==> config.mk <==
export PLATFORM = sky130hd
export DESIGN_NAME = instr_seq_ctrl
export DESIGN_NICKNAME = d
export VERILOG_FILES = /design/src/rtl/instr_seq_pkg.sv /design/src/rtl/instr_pattern_match.sv /design/src/rtl/instr_seq_ctrl.sv
export SDC_FILE = /design/constraint.sdc
export NUM_CORES = 1
export LEC_CHECK = 0
export BUFFER_PORTS_ARGS = -buffer_cell sky130_fd_sc_hd__buf_2
export CORE_MARGIN = 10
export CORE_UTILIZATION = 45
export DETAILED_ROUTE_END_ITERATION = 7
export PLACE_DENSITY = 0.71
export SLEW_MARGIN = 20
export SYNTH_ARGS = -nofsm -noshare
export SYNTH_HDL_FRONTEND = slang
export SYNTH_HIERARCHICAL = 1
export SYNTH_SLANG_ARGS = --single-unit
==> constraint.sdc <==
create_clock -name clk -period 1.9 [get_ports clk]
set_input_delay 0 -clock clk [delete_from_list [all_inputs] [get_ports clk]]
set_output_delay 0 -clock clk [all_outputs]
set_load 0.03 [all_outputs]
==> src/rtl/instr_seq_pkg.sv <==
// ---------------------------------------------------------------------------
// instr_seq_pkg
// Shared definitions for the instruction fetch/decode/dispatch sequencer:
//   - state_t       : sequencer FSM state encoding
//   - MATCH_PAT_DEF : default instruction word that triggers dispatch
//   - HALT_PAT_DEF  : default instruction word that forces HALT
//   - CNT_W         : width of the optional statistics counters
// ---------------------------------------------------------------------------
package instr_seq_pkg;

  typedef enum logic [2:0] {
    ST_IDLE   = 3'd0,
    ST_FETCH  = 3'd1,
    ST_DECODE = 3'd2,
    ST_EXEC   = 3'd3,
    ST_HALT   = 3'd4
  } state_t;

  localparam logic [15:0] MATCH_PAT_DEF = 16'h040B;
  localparam logic [15:0] HALT_PAT_DEF  = 16'h0000;

  localparam int CNT_W = 16;

endpackage

==> src/rtl/instr_pattern_match.sv <==
// ---------------------------------------------------------------------------
// instr_pattern_match
// Combinational exact 16-bit equality matcher against a fixed pattern.
// Every bit takes part in the compare; there are no don't-care bits.
//
// Parameters:
//   PATTERN - 16-bit word to recognise
// Ports:
//   i_word  - in,  16 : instruction word under test
//   o_hit   - out,  1 : high when i_word equals PATTERN
// ---------------------------------------------------------------------------
module instr_pattern_match
  import instr_seq_pkg::*;
#(
  parameter logic [15:0] PATTERN = MATCH_PAT_DEF
) (
  input  logic [15:0] i_word,
  output logic        o_hit
);

  assign o_hit = (i_word == PATTERN);

endmodule

==> src/rtl/instr_seq_ctrl.sv <==
// ---------------------------------------------------------------------------
// instr_seq_ctrl
// Fetch/decode/dispatch sequencer for the 16-bit instruction datapath.
// Fetches words over a req/ack memory port, keeps the program counter,
// dispatches words equal to MATCH_PAT to the execute unit over a
// valid/done handshake, and skips or halts on anything else depending on
// the strict input. A word equal to HALT_PAT always halts.
//
// Parameters:
//   AW        - program counter / fetch address width
//   MATCH_PAT - instruction word that is dispatched
//   HALT_PAT  - instruction word that forces HALT
//
// Ports:
//   clk        - in,  1  : clock, rising edge
//   rst        - in,  1  : synchronous active-high reset
//   start      - in,  1  : leave IDLE and fetch from start_addr
//   start_addr - in,  AW : initial PC, captured with start
//   strict     - in,  1  : 1 = unknown word halts, 0 = unknown word skipped
//   imem_req   - out, 1  : fetch request, held until imem_ack
//   imem_addr  - out, AW : fetch address (always the PC)
//   imem_ack   - in,  1  : memory word valid this cycle
//   imem_data  - in,  16 : instruction word
//   ex_valid   - out, 1  : dispatch valid, held until ex_done
//   ex_instr   - out, 16 : dispatched instruction word
//   ex_done    - in,  1  : execute unit completion
//   busy       - out, 1  : high outside IDLE and HALT
//   halted     - out, 1  : high in HALT
//   pc         - out, AW : program counter
//   match_cnt  - out, 16 : dispatch count, saturating (INSTR_SEQ_STATS_EN)
//   skip_cnt   - out, 16 : skip count, saturating (INSTR_SEQ_STATS_EN)
//
// Build option: define INSTR_SEQ_STATS_EN to add the match_cnt/skip_cnt
// statistics ports and counters.
// ---------------------------------------------------------------------------
module instr_seq_ctrl
  import instr_seq_pkg::*;
#(
  parameter int          AW        = 8,
  parameter logic [15:0] MATCH_PAT = MATCH_PAT_DEF,
  parameter logic [15:0] HALT_PAT  = HALT_PAT_DEF
) (
  input  logic          clk,
  input  logic          rst,
  input  logic          start,
  input  logic [AW-1:0] start_addr,
  input  logic          strict,
  output logic          imem_req,
  output logic [AW-1:0] imem_addr,
  input  logic          imem_ack,
  input  logic [15:0]   imem_data,
  output logic          ex_valid,
  output logic [15:0]   ex_instr,
  input  logic          ex_done,
  output logic          busy,
  output logic          halted,
  output logic [AW-1:0] pc
`ifdef INSTR_SEQ_STATS_EN
  ,
  output logic [CNT_W-1:0] match_cnt,
  output logic [CNT_W-1:0] skip_cnt
`endif
);

  state_t        r_state;
  logic [AW-1:0] r_pc;
  logic [15:0]   r_ir;
  logic          r_ex_valid;
  logic [15:0]   r_ex_instr;

  logic          w_match_hit;
  logic          w_halt_hit;
  logic          w_in_decode;
  logic          w_to_exec;
  logic          w_to_skip;
  logic [AW-1:0] w_pc_inc;

  instr_pattern_match #(
    .PATTERN (MATCH_PAT)
  ) u_match (
    .i_word (r_ir),
    .o_hit  (w_match_hit)
  );

  instr_pattern_match #(
    .PATTERN (HALT_PAT)
  ) u_halt (
    .i_word (r_ir),
    .o_hit  (w_halt_hit)
  );

  // Decode outcome, in priority order: halt pattern, match, strict halt, skip.
  assign w_in_decode = (r_state == ST_DECODE);
  assign w_to_exec   = w_in_decode && !w_halt_hit && w_match_hit;
  assign w_to_skip   = w_in_decode && !w_halt_hit && !w_match_hit && !strict;

  // Wraps silently from all-ones to zero.
  assign w_pc_inc = r_pc + AW'(1);

  always_ff @(posedge clk) begin
    if (rst) begin
      r_state    <= ST_IDLE;
      r_pc       <= '0;
      r_ir       <= '0;
      r_ex_valid <= 1'b0;
      r_ex_instr <= '0;
    end else begin
      case (r_state)
        ST_IDLE: begin
          if (start) begin
            r_pc    <= start_addr;
            r_state <= ST_FETCH;
          end
        end
        ST_FETCH: begin
          if (imem_ack) begin
            r_ir    <= imem_data;
            r_state <= ST_DECODE;
          end
        end
        ST_DECODE: begin
          if (w_halt_hit) begin
            r_state <= ST_HALT;
          end else if (w_match_hit) begin
            r_ex_instr <= r_ir;
            r_ex_valid <= 1'b1;
            r_state    <= ST_EXEC;
          end else if (strict) begin
            r_state <= ST_HALT;
          end else begin
            r_pc    <= w_pc_inc;
            r_state <= ST_FETCH;
          end
        end
        ST_EXEC: begin
          if (ex_done) begin
            r_ex_valid <= 1'b0;
            r_pc       <= w_pc_inc;
            r_state    <= ST_FETCH;
          end
        end
        ST_HALT: begin
          // Terminal until reset; PC stays on the offending word.
          r_state <= ST_HALT;
        end
        default: begin
          r_state <= ST_IDLE;
        end
      endcase
    end
  end

  assign imem_req  = (r_state == ST_FETCH);
  assign imem_addr = r_pc;
  assign ex_valid  = r_ex_valid;
  assign ex_instr  = r_ex_instr;
  assign busy      = (r_state != ST_IDLE) && (r_state != ST_HALT);
  assign halted    = (r_state == ST_HALT);
  assign pc        = r_pc;

`ifdef INSTR_SEQ_STATS_EN
  logic [CNT_W-1:0] r_match_cnt;
  logic [CNT_W-1:0] r_skip_cnt;

  function automatic logic [CNT_W-1:0] sat_inc(input logic [CNT_W-1:0] v);
    return (v == {CNT_W{1'b1}}) ? v : v + CNT_W'(1);
  endfunction

  always_ff @(posedge clk) begin
    if (rst) begin
      r_match_cnt <= '0;
      r_skip_cnt  <= '0;
    end else begin
      if (w_to_exec) begin
        r_match_cnt <= sat_inc(r_match_cnt);
      end
      if (w_to_skip) begin
        r_skip_cnt <= sat_inc(r_skip_cnt);
      end
    end
  end

  assign match_cnt = r_match_cnt;
  assign skip_cnt  = r_skip_cnt;
`endif

endmodule

* Word-level counts from Yosys, hierarchy flattened *
Cells that the tools add are included.

word-level totals
  register bits after elaboration = 44
  input port bits = 30
  output and inout port bits = 36
  word-level logic and storage cells = 48

cells by class
  $add $sub $neg = 1
  eq/ne operators = 13
  mux-type cells = 17
  bitwise operators = 1
  reductions and logical operators = 11

operator list
  operator                number
  $mux W8                 5
  $pmux W8 S3             1
  $mux W3                 6
  $eq A16 B11 Y1 const B  1
  $logic_not A16 Y1       1
  $pmux W3 S5             1
  $ne A2 B2 Y1 const B    5
  $add A8 B1 Y8 const B   1
  $eq A3 B2 Y1 const B    2
  $reduce_and A3 Y1       2
  $reduce_and A6 Y1       1
  $reduce_bool A3 Y1      2
  $ne A2 B1 Y1 const B    2
  $reduce_and A4 Y1       1
  $eq A3 B1 Y1 const B    1
  $eq A3 B3 Y1 const B    1
  $logic_not A3 Y1        1
  $mux W1                 3
  $ne A3 B3 Y1 const B    1
  $pmux W1 S2             1
  $reduce_and A2 Y1       1
  $reduce_bool A2 Y1      1
  $logic_and A1 B1 Y1     1
  $not A1 Y1              1

* Longest topological paths before layout *
Gate-level depths: netlist (run 1).

  depth in word-level cells = 5
  mapped depth = 8
  gate-level depth less buffers = 6

* By module *
The synthesis (run 1) kept the hierarchy.

modules (own cells, without submodules)
  module                          instances  cells each  area an instance (um^2)  sequential area each (um^2)
  instr_seq_ctrl                  1          244         2097.0                   880.8
  instr_pattern_match at u_match  1          5           41.3                     0.0
  instr_pattern_match at u_halt   1          5           33.8                     0.0

* Worst setup path before layout (run 1) *
No wires, ideal clock.

  path kind = register to register
  start point = register r_ir[0]
  end point = register r_pc[4], in the netlist imem_addr[4]
  library setup time = 119 ps
  arrival time = 1599 ps
  required time = 1781 ps
  slack = 182 ps
  cell stages (with the launch flop) = 7
  path buffers = 0
  clock period less this slack = 1718 ps
  path through = dfxtp_1 > nor4bb_1 > and4_1 > nor4_4 > a211oi_4 > nor3_1 > o221a_1

on the way
  longest elaborated chain between the ends = 3
  elaborated cells between the ends (all ways) = 5
  those cells by class = eq/ne: 3; reduce/logical: 2

RTL lines
  element                      RTL line                   RTL
  start: declaration           instr_seq_ctrl.sv:67       logic [15:0] r_ir;
  start signal: assignment     instr_seq_ctrl.sv:117      r_ir <= imem_data;
  $eq A16 B11 Y1               instr_pattern_match.sv:21  assign o_hit = (i_word == PATTERN);
  via w_match_hit              instr_seq_ctrl.sv:71       logic w_match_hit;
  $ne A2 B2 Y1 (no line)       -
  $reduce_and A6 Y1 (no line)  -
  end signal: assignment       instr_seq_ctrl.sv:111      r_pc <= start_addr;
  end signal: assignment       instr_seq_ctrl.sv:131      r_pc <= w_pc_inc;
  end signal: assignment       instr_seq_ctrl.sv:138      r_pc <= w_pc_inc;
  end: declaration             instr_seq_ctrl.sv:66       logic [AW-1:0] r_pc;

The timed path passes the listed nets, and every way through them passes these cells.
A chain may end at the register's enable or synchronous reset.

* Worst setup path in the final report (run 1) *
  start point = register r_ir[3]
  end point = register r_pc[4], in the netlist imem_addr[4]

on the way
  longest elaborated chain between the ends = 3
  elaborated cells between the ends (all ways) = 5
  those cells by class = eq/ne: 3; reduce/logical: 2

RTL lines
  element                      RTL line                   RTL
  $logic_not A16 Y1            instr_pattern_match.sv:21
  via w_halt_hit               instr_seq_ctrl.sv:72       logic w_halt_hit;
  $ne A2 B2 Y1 (no line)       -
  $reduce_and A6 Y1 (no line)  -

The timed path passes the listed nets, and every way through them passes these cells.

==> impl_metrics.ini, run 1 <==
[synthesis]
synth_area_um2 = 2170
synth_top_cell_area_share_pct = 40.6
synth_cell_types = 53
synth_edf_count = 0
synth-async-reset-ratio_pct = 0
yosysWarnings = 6
synth-seq-area-share_pct = 40.6
ys_top_cells_by_area = dfxtp_1 (41%), nand2_1 (12%), a21oi_1 (7.1%), a21oi_2 (4.0%), buf_4 (3.8%)
ys_ff_latch = 44
synth_cells = 254
synth_nets = 285
syn_area_per_cell_um2 = 8.55
netlist.top_cell.by_area = dfxtp_1
ys.flop_type = dfxtp_1

[finish]
area_delta_synth_final_pct = 31.9
drive_above_1_share_pct = 38.7
n_antenna_cell = 0
nFillCells = 415
final_util_pct = 61.0
layout.nets = 363

[drt]
dr_wl_met3_um = 361
drt-met1-wl_um = 2670
ant_nets = 0
wl_met2_um = 2820
drt-vias-per-instance = 5.28
routed_wl_um = 5930
top_layer = met4
wl_per_cell_um = 15.3
remaining_drc_errors = 0
drt-initial-drc-count = 123
num_vias = 2045
firstDrtPassIters = 4

[placed_design]
dp_slack_ps = -18.5
port_buffers = 65
hpwlAfterDp_um = 4310
gp_congestion = 0.862

[status]
status = complete, no violations

[clocking]
cts_tree = yes
cts_setup_buffers = 0
clockBufferDepth = 2
cts.sinks = 44
root_buffer = clkbuf_8
insertion_delay_ps = 300
htreeDepth = 2
path_clk_slew_ps = 80
cts_buffers = 5

[sta]
period_needed_ps = 1840
setup_viol = 0
clock.fmax_ghz = 0.543
hold_viol_final = 0
hold_slack_ps = 23.5
finalCritPeriodShare_pct = 96.9
fin_ws_ps = 59.1
rsz0062_at_grt = yes
worst_pin_slew_ps = 444
slew_violations = 0
slew_headroom_pct = 70.3
setup_tns_ps = 0
fin_skew_ps = 8.48

[power_and_ir_drop]
power.leakage_nw = 1.15
netSwitchingFraction_pct = 39.5
ir_worst_vdd_mv = 0.454
seqPwrFrac_pct = 38.0
switchingPower_w = 0.00128
power.total_w = 0.00323
powerDensity_nw_per_um2 = 1130
p_int_w = 0.00195
pwr-share-clk_pct = 22.7
comb_power_share_pct = 39.3

[die]
std_cell_rows = 25
io_pins = 66
fp.dieW_um = 89.5
core_um2 = 4690
initial_core_util_pct = 46.3
die-area_um2 = 8010
fp.dieH_um = 89.5

[global_route]
grt_start_max_net_pins = 34
grt_usage_pct = 14.8
grt_pass1_vias = 1980
grt_antenna_before_repair = 0
grt_overflow_total = 0
grt_first_pass_wirelength_um = 9400

[run]
cap_violations = 0

[setup_path]
rr_worst_depth = 6
end_kind = register
cp_max_fo = 5
start_kind = register
reg2reg_to = imem_addr[4]
arrival_ps = 2030
critPathKind = register to register
critical_path_required_ps = 2090
rr_startpoint = r_ir[3]
rrSetupSlack_ps = 60

[worst_hold_path]
hp-start = start_addr[2]
holdPathStages = 3
hp-class = primary input to register
min_to = imem_addr[2]
cell type report:
| class | instances | area [µm²] | area share (%) |
|---|---|---|---|
| Inverter | 4 | 17.5 | 0.612 |
| Clock buffer | 5 | 68.8 | 2.40 |
| Clock inverter | 3 | 46.3 | 1.62 |
| Timing Repair Buffer | 95 | 599 | 20.9 |
| Tap cell | 54 | 67.6 | 2.36 |
| Sequential cell | 44 | 891 | 31.1 |
| Multi-Input combinational cell | 182 | 1170 | 41.0 |
worst max-delay path, stage by stage, from the launching register on:
cell and delay [ps]:
dfxtp_4 370, nor4_2 320, and4_4 310, nor4_4 50
a211oi_4 350, nor3_1 100, o221a_1 240
timing repair:
item,4_1_cts,5_1_grt
pin swaps,3,4
endpoints found under the hold margin,18,0
resized for setup,5,17
endpoints found under the setup margin,2,16
hold buffers,18,0
state kept, by name, indices dropped and copies added, names as in the netlist:
register   cells
ex_instr      16
r_ir          16
imem_addr      8
r_state        3
ex_valid       1
layer usage:
metal | vias up | GRT usage [%]
li1 | 1045 | -
met1 | 942 | 18.1
met2 | 51 | 24.4
met3 | 7 | 3.74
met4 | 0 | 5.64
met5 | - | 0
worst max path at each step:
| stage | startpoint | end | cells after the start |
|---|---|---|---|
| 2_1_floorplan | r_ir[0] | imem_addr[4] | 6 |
| 3_3_place_gp | r_ir[4] | imem_addr[4] | 6 |
| 5_1_grt | r_ir[15] | imem_addr[4] | 6 |
| 4_1_cts | r_ir[3] | imem_addr[6] | 7 |
| 6_report | r_ir[3] | imem_addr[4] | 6 |
| 3_5_place_dp | r_ir[3] | imem_addr[6] | 7 |
placed cells by master (no fill, tap or decap), drive strengths merged, types with 4 or more instances in the layout:
cell type | Yosys | routed
nand2 | 70 | 70
inv | 4 | 5
dfxtp | 44 | 44
buf | 19 | 77
clkbuf | 5 | 5
dlygate4sd3 | 0 | 18
nor4 | 7 | 7
nor2 | 8 | 8
o31ai | 4 | 4
o311ai | 4 | 4
nor3b | 4 | 4
a21oi | 41 | 41
and4 | 4 | 4
nor3 | 7 | 7
cell usage after synthesis (2+ instances only):
| master | instances |
|---|---|
| a21oi_1 | 31 |
| a21oi_2 | 10 |
| a311oi_1 | 2 |
| and4_1 | 4 |
| buf_2 | 4 |
| buf_4 | 11 |
| buf_6 | 4 |
| clkbuf_1 | 5 |
| dfxtp_1 | 44 |
| inv_1 | 3 |
| nand2_1 | 68 |
| nand2b_1 | 2 |
| nor2_1 | 7 |
| nor2b_1 | 2 |
| nor3_1 | 6 |
| nor3b_4 | 2 |
| nor4_1 | 6 |
| nor4bb_1 | 2 |
| o311ai_1 | 4 |
| o31ai_1 | 4 |
power groups by stage:
stage | Clock, W | Sequential (W) | Combinational [W]
2_1_floorplan | 0 | 0.00127 | 0.000888
3_3_place_gp | 0 | 0.00121 | 0.00116
3_5_place_dp | 0 | 0.00122 | 0.00118
4_1_cts | 0.000746 | 0.00120 | 0.00121
5_1_grt | 0.000792 | 0.00125 | 0.00136
6_report | 0.000734 | 0.00123 | 0.00127
through the flow:
stage / area (µm²) / std cells
floorplan: 2170 / 254
global placement: 2490 / 361
detailed placement: 2490 / 361
CTS: 2800 / 387
global route: 2860 / 387
finish: 2860 / 387
logic make-up after synthesis:
kind of cell / after synthesis / share of synthesized area [%]
simple gates: 114 / 27.8
compound gates: 65 / 21.7
flops: 44 / 40.6
buf+inv: 28 / 8.47
mux: 2 / 0.979
fa+ha+maj: 1 / 0.576
(Power assumes the default switching activity.)
==> run 2, diff against run 1 <==
--- a/config.mk
+++ b/config.mk
@@ -10,6 +10,7 @@
 export CORE_UTILIZATION = 45
 export DETAILED_ROUTE_END_ITERATION = 7
 export PLACE_DENSITY = 0.71
+export RECOVER_POWER = 50
 export SLEW_MARGIN = 20
 export SYNTH_ARGS = -nofsm -noshare
 export SYNTH_HDL_FRONTEND = slang
==> impl_metrics.ini, run 2 (synthesized netlist as in run 1, its figures left out) <==
[setup_path]
critPathKind = register to register
arrival_ps = 2070
slowest_stage = dfxtp_4
rr_startpoint = r_ir[3]
slowest_delay_ps = 370
end_kind = register
cp_max_fo = 5
critical_path_required_ps = 2090
start_kind = register
rrSetupSlack_ps = 20
crit_path_cell_trace = nor4_2 > and4_4 > nor4_4 > a211oi_4 > nor3_1 > o221a_1
rr_worst_depth = 6
reg2reg_to = imem_addr[4]
cp-startpoint = r_ir[3]

[drt]
drt-initial-drc-count = 124
firstDrtPassIters = 4
routed_wl_um = 5960
ant_nets = 0
wl_per_cell_um = 15.4
num_vias = 2056
remaining_drc_errors = 0
drt-vias-per-instance = 5.31

[status]
status = complete, no violations

[worst_hold_path]
hp-start = start_addr[2]
holdPathStages = 3
hp-class = primary input to register
min_to = imem_addr[2]

[clocking]
cts_buffers = 5
cts_setup_buffers = 0
htreeDepth = 2
insertion_delay_ps = 300
root_buffer = clkbuf_8
path_clk_slew_ps = 80
clockBufferDepth = 2
cts_tree = yes
cts.sinks = 44

[die]
std_cell_rows = 25
fp.dieH_um = 89.5
io_pins = 66
core_um2 = 4690
die-area_um2 = 8010
initial_core_util_pct = 46.3
fp.dieW_um = 89.5

[finish]
mostFrequentLayoutCells = nand2_1 (69), dfxtp_1 (38), clkbuf_1 (36)
regArea_um2 = 891
area_delta_synth_final_pct = 29.6
mostFrequentLayoutCell = nand2_1
final_util_pct = 60.0
n_antenna_cell = 0
drive_above_1_share_pct = 27.6
fin_area_um2 = 2810
layout.cells.non_filler = 387
layout.nets = 363
nFillCells = 437
multi_input_area_um2 = 1170

[sta]
fin_skew_ps = 7.64
slew_violations = 0
hold_viol_final = 0
clock.fmax_ghz = 0.532
worst_pin_slew_ps = 530
slew_headroom_pct = 64.6
setup_viol = 0
rsz0062_at_grt = yes
finalCritPeriodShare_pct = 99.0
period_needed_ps = 1880

[placed_design]
placed_cell_area_um2 = 2490
gp_congestion = 0.862
hpwlAfterDp_um = 4310
port_buffers = 65
dp.cells = 361

[global_route]
grt_pass1_vias = 1980
grt_start_max_net_pins = 34
grt_usage_pct = 14.8
grt_first_pass_wirelength_um = 9400
grt_overflow_total = 0
grt_antenna_before_repair = 0

[power_and_ir_drop]
ir_worst_vdd_mv = 0.454
powerDensity_nw_per_um2 = 1140
power.leakage_nw = 1.00

[run]
cap_violations = 0
==> run 2: changes by cell type in the layout (fill, tap and decap cells not counted), sizes merged <==
| cell | change |
|---|---|
| buf | -36 |
| clkbuf | +36 |
==> run 2: how the worst max path moves through the flow <==
stage	end	cells after the start	slack, ps
3_3_place_gp	imem_addr[4]	6	110
6_report	imem_addr[4]	6	20
5_1_grt	imem_addr[4]	6	-30
2_1_floorplan	imem_addr[4]	6	180
4_1_cts	imem_addr[6]	7	2
3_5_place_dp	imem_addr[6]	7	-20
==> run 2: through the flow <==
step	hold slack, ps	total power (W)	TNS (ps)	worst slack [ps]
after detailed placement	249	0.00240	-18.5	-18.5
after CTS	11.6	0.00316	0	1.79
after global placement	243	0.00237	0	111
after floorplan	115	0.00215	0	182
after global routing	5.37	0.00337	-42.5	-28.5
final	22.6	0.00320	0	19.0
==> run 2: area by class of cell <==
class                      count  area share, %
clock buffer                   5           2.45
clock inverter                 3           1.65
inverter                       4          0.622
multi-input combinational    182           41.6
sequential                    44           31.7
tap                           54           2.40
timing repair buffer          95           19.6
==> run 2: metal layers <==
metal	vias up	track usage (%)	wire [µm]
li1	1049	-	-
met1	954	18.1	2740
met2	46	24.4	2810
met3	7	3.74	327
met4	0	5.64	84
met5	-	0	0
==> run 2: worst max-delay path: cells and delay by family (launching register included) <==
family | cells | cell delay [ps]
AOI/OAI and AO/OA | 2 | 590
DFF | 1 | 370
and+or+nand+nor | 4 | 820
==> run 2: power by group <==
part,total (W),internal [W],switching [W]
clock network,0.000733,0.000396,0.000337
logic,0.00123,0.000479,0.000754
registers,0.00123,0.00104,0.000188
total,0.00320,0.00192,0.00128
==> run 2: what timing repair did <==
item / in CTS / in global routing
hold buffers: 18 / 0
pin swaps: 3 / 4
gates resized for setup: 5 / 17
hold endpoints to repair: 18 / 0
setup endpoints to repair: 2 / 16
